--- src/rtl/ifetch_ctrl.sv ---
// Instruction-fetch controller: owns the PC, reads the combinational ROM, and
// buffers {pc, instr} pairs in a small FIFO feeding decode over valid/ready.
module ifetch_ctrl #(
   parameter logic [31:0] RESET_PC = 32'h0000_0000,
   parameter int unsigned DEPTH    = 2
) (
   input  logic        clk,
   input  logic        rst,
   output logic [31:0] imem_addr,
   input  logic [31:0] imem_instr,
   input  logic        redirect_valid,
   input  logic [31:0] redirect_pc,
   input  logic        halt,
   output logic        out_valid,
   input  logic        out_ready,
   output logic [31:0] out_pc,
   output logic [31:0] out_instr,
   output logic        busy
);

   localparam int unsigned AW = (DEPTH > 1) ? $clog2(DEPTH) : 1;
   localparam int unsigned CW = $clog2(DEPTH + 1);
   localparam logic [CW-1:0] FULL = CW'(DEPTH);

   logic [31:0]   pc;
   logic [AW-1:0] rd_ptr;
   logic [AW-1:0] wr_ptr;
   logic [CW-1:0] count;
   logic [31:0]   mem_pc    [DEPTH];
   logic [31:0]   mem_instr [DEPTH];
   logic          pop;
   logic          push;

   assign imem_addr = pc;

   // Outputs are gated by rst so the bus reads idle for the whole reset cycle.
   assign out_valid = !rst && (count != '0);
   assign pop       = out_valid && out_ready;
   assign push      = !rst && !redirect_valid && !halt && ((count < FULL) || pop);
   assign busy      = !rst && (out_valid || !halt);

   always_comb begin
      out_pc    = '0;
      out_instr = '0;
      if (out_valid) begin
         out_pc    = mem_pc[rd_ptr];
         out_instr = mem_instr[rd_ptr];
      end
   end

   always_ff @(posedge clk) begin
      if (push) begin
         mem_pc[wr_ptr]    <= pc;
         mem_instr[wr_ptr] <= imem_instr;
      end
   end

   always_ff @(posedge clk) begin
      if (rst) begin
         pc     <= RESET_PC & 32'hFFFF_FFFC;
         count  <= '0;
         rd_ptr <= '0;
         wr_ptr <= '0;
      end else if (redirect_valid) begin
         pc     <= redirect_pc & 32'hFFFF_FFFC;
         count  <= '0;
         rd_ptr <= '0;
         wr_ptr <= '0;
      end else begin
         if (push) begin
            pc     <= pc + 32'd4;
            wr_ptr <= wr_ptr + 1'b1;
         end
         if (pop) begin
            rd_ptr <= rd_ptr + 1'b1;
         end
         count <= count + CW'(push) - CW'(pop);
      end
   end

endmodule

--- config.mk ---
export PLATFORM = sky130hd
export DESIGN_NAME = ifetch_ctrl
export DESIGN_NICKNAME = d
export VERILOG_FILES = /design/src/rtl/ifetch_ctrl.sv
export SDC_FILE = /design/constraint.sdc
export NUM_CORES = 1
export LEC_CHECK = 0
export CORE_MARGIN = 2
export CORE_UTILIZATION = 35
export CTS_CLUSTER_DIAMETER = 120
export DETAILED_ROUTE_END_ITERATION = 6
export GPL_ROUTABILITY_DRIVEN = 0
export PLACE_DENSITY_LB_ADDON = 0.12
export SLEW_MARGIN = 20
export SYNTH_ARGS = -nofsm -noshare
export SYNTH_HDL_FRONTEND = slang
export SYNTH_SLANG_ARGS = --single-unit
--- constraint.sdc ---
create_clock -name clk -period 7.55 [get_ports clk]
set_clock_uncertainty 0.05 [all_clocks]
set_input_delay 1.8875 -clock clk [delete_from_list [all_inputs] [get_ports clk]]
set_output_delay 1.8875 -clock clk [all_outputs]
set_load 0.02 [all_outputs]
[Word level (Yosys, flattened, before mapping)]
Memory sizes are Yosys's and may differ from the RTL's. A register that Yosys moved wholly into a read port is not among the register bits.
Index checks and enable logic that the tools add are counted.
Word-level totals
  memories: 2
  flip-flop bits (word level): 36
  output and inout port bits: 98
  RAM bits: 128
  input port bits: 69
  word-level logic and storage cells: 37
Operators by class
  reductions and logical operators: 14
  $add $sub $neg: 5
  muxes and demuxes: 10
  $lt $le $gt $ge: 1
Memories
  mem_instr: depth 2, bits a word 32, rd ports 1, clocked after Yosys merged registers in 1, wr ports 1, RTL line 30  | logic [31:0] mem_instr [DEPTH];
  mem_pc: depth 2, bits a word 32, rd ports 1, clocked after Yosys merged registers in 1, wr ports 1, RTL line 29  | logic [31:0] mem_pc [DEPTH];
Operators by type and width (count)
  $mux W32: 4
  $add A32 B3 Y32 const B: 1
  $logic_and A1 B1 Y1: 6
  $mux W1: 6
  $reduce_bool A2 Y1: 2
  $logic_not A1 Y1: 3
  $add A1 B1 Y1 const B: 2
  $add A2 B1 Y2: 1
  $logic_or A1 B1 Y1: 2
  $lt A2 B2 Y1 const B: 1
  $reduce_or A2 Y1: 1
  $sub A2 B1 Y2: 1

[Longest topological paths before layout]
  depth in word-level cells: 7
  depth in mapped cells: 11
  depth with buffers taken out: 10

[Least setup slack after synthesis]
No wires, ideal clock.
  path kind: input-to-reg
  from: in rst
  to: mem mem_instr[0][0], enable pin
  buffers on the path: 1
  data arrival time: 5.311 ns
  required time: 7.018 ns
  library setup time: 0.482 ns
  cell stages on the path: 4
  slack: 1.707 ns
  cell sequence: clkbuf_1 nor4_2 inv_2 nor2_1
Between the ends
  word-level cells in the longest chain between the ends: 7
  elaborated cells on any way between the ends: 9
  those cells by class: mux (2); reduce/logical (7)
Ends and longest elaborated chain
  start, declared: RTL line 8  | input logic rst,
  $logic_not A1 Y1 *: RTL line 37, 39
  $logic_and A1 B1 Y1: RTL line 37  | assign out_valid = !rst && (count != '0);
  $logic_and A1 B1 Y1: RTL line 38  | assign pop = out_valid && out_ready;
  $logic_or A1 B1 Y1: RTL line 39  | assign push = !rst && !redirect_valid && !halt && ((count < FULL) || pop);
  $logic_and A1 B1 Y1 *: RTL line 39
  $mux W1 *: RTL line 52  | if (push) begin
  $mux W1 (not written as such) *: RTL line 54  | mem_instr[wr_ptr] <= imem_instr;
  end, declared: RTL line 30
Every way passes the cells marked *; elsewhere a longest branch is shown, timed or not.

[Final worst setup path]
  from: in rst
  to: out out_pc[25]
Between the ends
  word-level cells in the longest chain between the ends: 3
Ends and longest elaborated chain
  $logic_not A1 Y1: RTL line 37
  $logic_and A1 B1 Y1: RTL line 37
  $mux W32: RTL line 45  | if (out_valid) begin
  end, declared: RTL line 16  | output logic [31:0] out_pc,
No other way between the ends.

==> results.ini <==
[flow_run]
max_cap_viol_count = 0

[clocking]
clock_latency_ns = 0.42
cts_max_path_buffers = 2
cts_setup_buffers = 0
cts-resized-gates = 0
numCtsBuffers = 17
cts_tree = built
clkSinkCount = 159
cts-root-buf = clkbuf_16
ctsHtreeMaxLevel = 4
clk_pin_slew_ns = 0.06
cts_hold_buf = 0

[drt]
vias_per_cell = 5.05
first_pass_iters = 4
drt_iter0_markers = 301
drtAntennaViolNets = 0
drc = 0
vias = 4830
wl_um = 16700
avgRoutedWirePerCell_um = 17.5

[floorplan]
die_h_um = 143
die_width_um = 143
coreArea_mm2 = 0.0188
initial_core_util = 0.360
die-area_mm2 = 0.0205
io_pins = 167
fp-row-count = 50

[worst_setup_path]
critPathKind = in2out
critical_path.max_fanout = 62
critical_path_arrival_ns = 3.97
required_ns = 5.61
cp-start-kind = input port
end_kind = output port

[placed_design]
portBuffers = 160
dp_hpwl_um = 10800

[finish]
drive_gt1_frac = 0.0603
final_cell_mix = clkdlybuf4s50_1 (160), edfxtp_1 (124), nor2_1 (86)
layout_commonest_cell = clkdlybuf4s50_1
layout.nets = 756
area_growth_pct = 36.3
antennaDiodeCount = 0

[synth]
synth-edff-count = 124
avgSynthCellArea_um2 = 12.8
yosysSeqAreaShare = 0.653
ys.flop_type = edfxtp_1
syn_inst = 529
synth_cell_types = 49
yosys_register_bits = 159
ys_warn_count = 0
syn_area_mm2 = 0.00677
ys_async_sr_fraction = 0

[timing]
tns_ns = 0
finalCriticalPeriod_ns = 5.91
rsz0062_at_grt = no
fin_crit_sh = 0.783
fmax_ghz = 0.169
tightest_slew_ns = 0.934
final_max_slew_viol_count = 0
setup_viol = 0
hold_viol = 0
relSlewSlack = 0.378

[grt]
grt_max_degree = 63
antenna_found_initial = 0
grt_pass1_wl_um = 25700
grt_pass1_vias = 4829
gr-total-overflow = 0
track_usage = 0.165

[power]
peakVddDrop_uv = 151
p_leak_nw = 2.89
power.density_mw_per_mm2 = 218
power_mw = 2.01

[min_path]
hp-class = reg2reg

[outcome]
status = complete, no violations

## power breakdown
group	internal [mW]	total, mW	leakage (nW)	switching [mW]
combinational	0.0745	0.145	1.18	0.0708
sequential	0.970	1.00	1.43	0.0296
clock	0.528	0.865	0.278	0.337
total	1.57	2.01	2.89	0.437
## routing by layer
layer,share of wire,routed length (um),vias to the layer above,global-route usage
li1,-,-,2327,-
met1,0.45,7500,2342,0.215
met2,0.49,8210,147,0.267
met3,0.051,858,14,0.0379
met4,0.0093,156,0,0.0651
met5,0,0,-,0
## area by class of cell
type / count / area (um2)
Clock buffer: 22 / 454
Clock inverter: 10 / 139
Fill cell: 1667 / 9600
Inverter: 10 / 37.5
Multi-Input combinational cell: 330 / 2200
Sequential cell: 159 / 4430
Tap cell: 260 / 325
Timing Repair Buffer: 166 / 1650
## cells in the mapped netlist (all sizes together), types with 5 or more instances
library cell	instances	share of area
a21oi	5	0.0037
and3	7	0.0065
or3	5	0.0046
a211oi	8	0.0089
nor2	87	0.048
mux2i	62	0.092
xnor2	9	0.012
o31ai	7	0.0078
nor3	8	0.0059
nand4	16	0.016
buf	10	0.0079
or4	11	0.012
inv	10	0.0055
edfxtp	124	0.55
a311oi	13	0.017
clkbuf	23	0.013
o211ai	6	0.0067
nand3	9	0.0067
o21ai	7	0.0052
dfxtp	35	0.10
nor4	10	0.010
nand2	17	0.0094
## state kept, by name (all words and copies together) (netlist names), named ones only
signal / flops
count: 2
imem_addr: 30
rd_ptr: 1
mem_instr: 64
mem_pc: 60
wr_ptr: 1
## final timing paths
check / start / to / slack (ns) / cells past startpoint
setup / recovery: rst / out_pc[25] / 1.64 / 6
hold / removal: rd_ptr / flip-flop / 0.48 / 2
setup reg to reg: count[1] / mem_instr[0][31] / 4.74 / 5
hold reg to reg: rd_ptr / flip-flop / 0.48 / 2
## stage by stage
step           cells  cell area (um2)   util  worst slack, ns  hold slack (ns)
2_1_floorplan    532             6780      -             1.71            0.470
3_3_place_gp     925             8640  0.459             1.65            0.477
3_5_place_dp     925             8640  0.459             1.62            0.479
4_1_cts          957             9230  0.490             1.62            0.488
5_1_grt          957             9230  0.490             1.50            0.517
6_report         957             9230  0.490             1.64            0.485
## worst max-delay path, stage by stage
cell and delay [ns]:
clkdlybuf4s50_1 0.47, inv_1 0.13, o21ai_4 0.09, buf_4 0.55, nor2_1 0.14, clkdlybuf4s50_1 0.61
## cell families after synthesis
group,share of synthesized area
AND/OR/NAND/NOR,0.139
flip-flops,0.653
AO/OA/AOI/OAI,0.0695
multiplexers,0.0916
buffers and inverters,0.0264
XOR/XNOR,0.0142
adder cells (fa/ha/maj),0.00554
other,0.000554
Power figures use the tool's default switching activity.
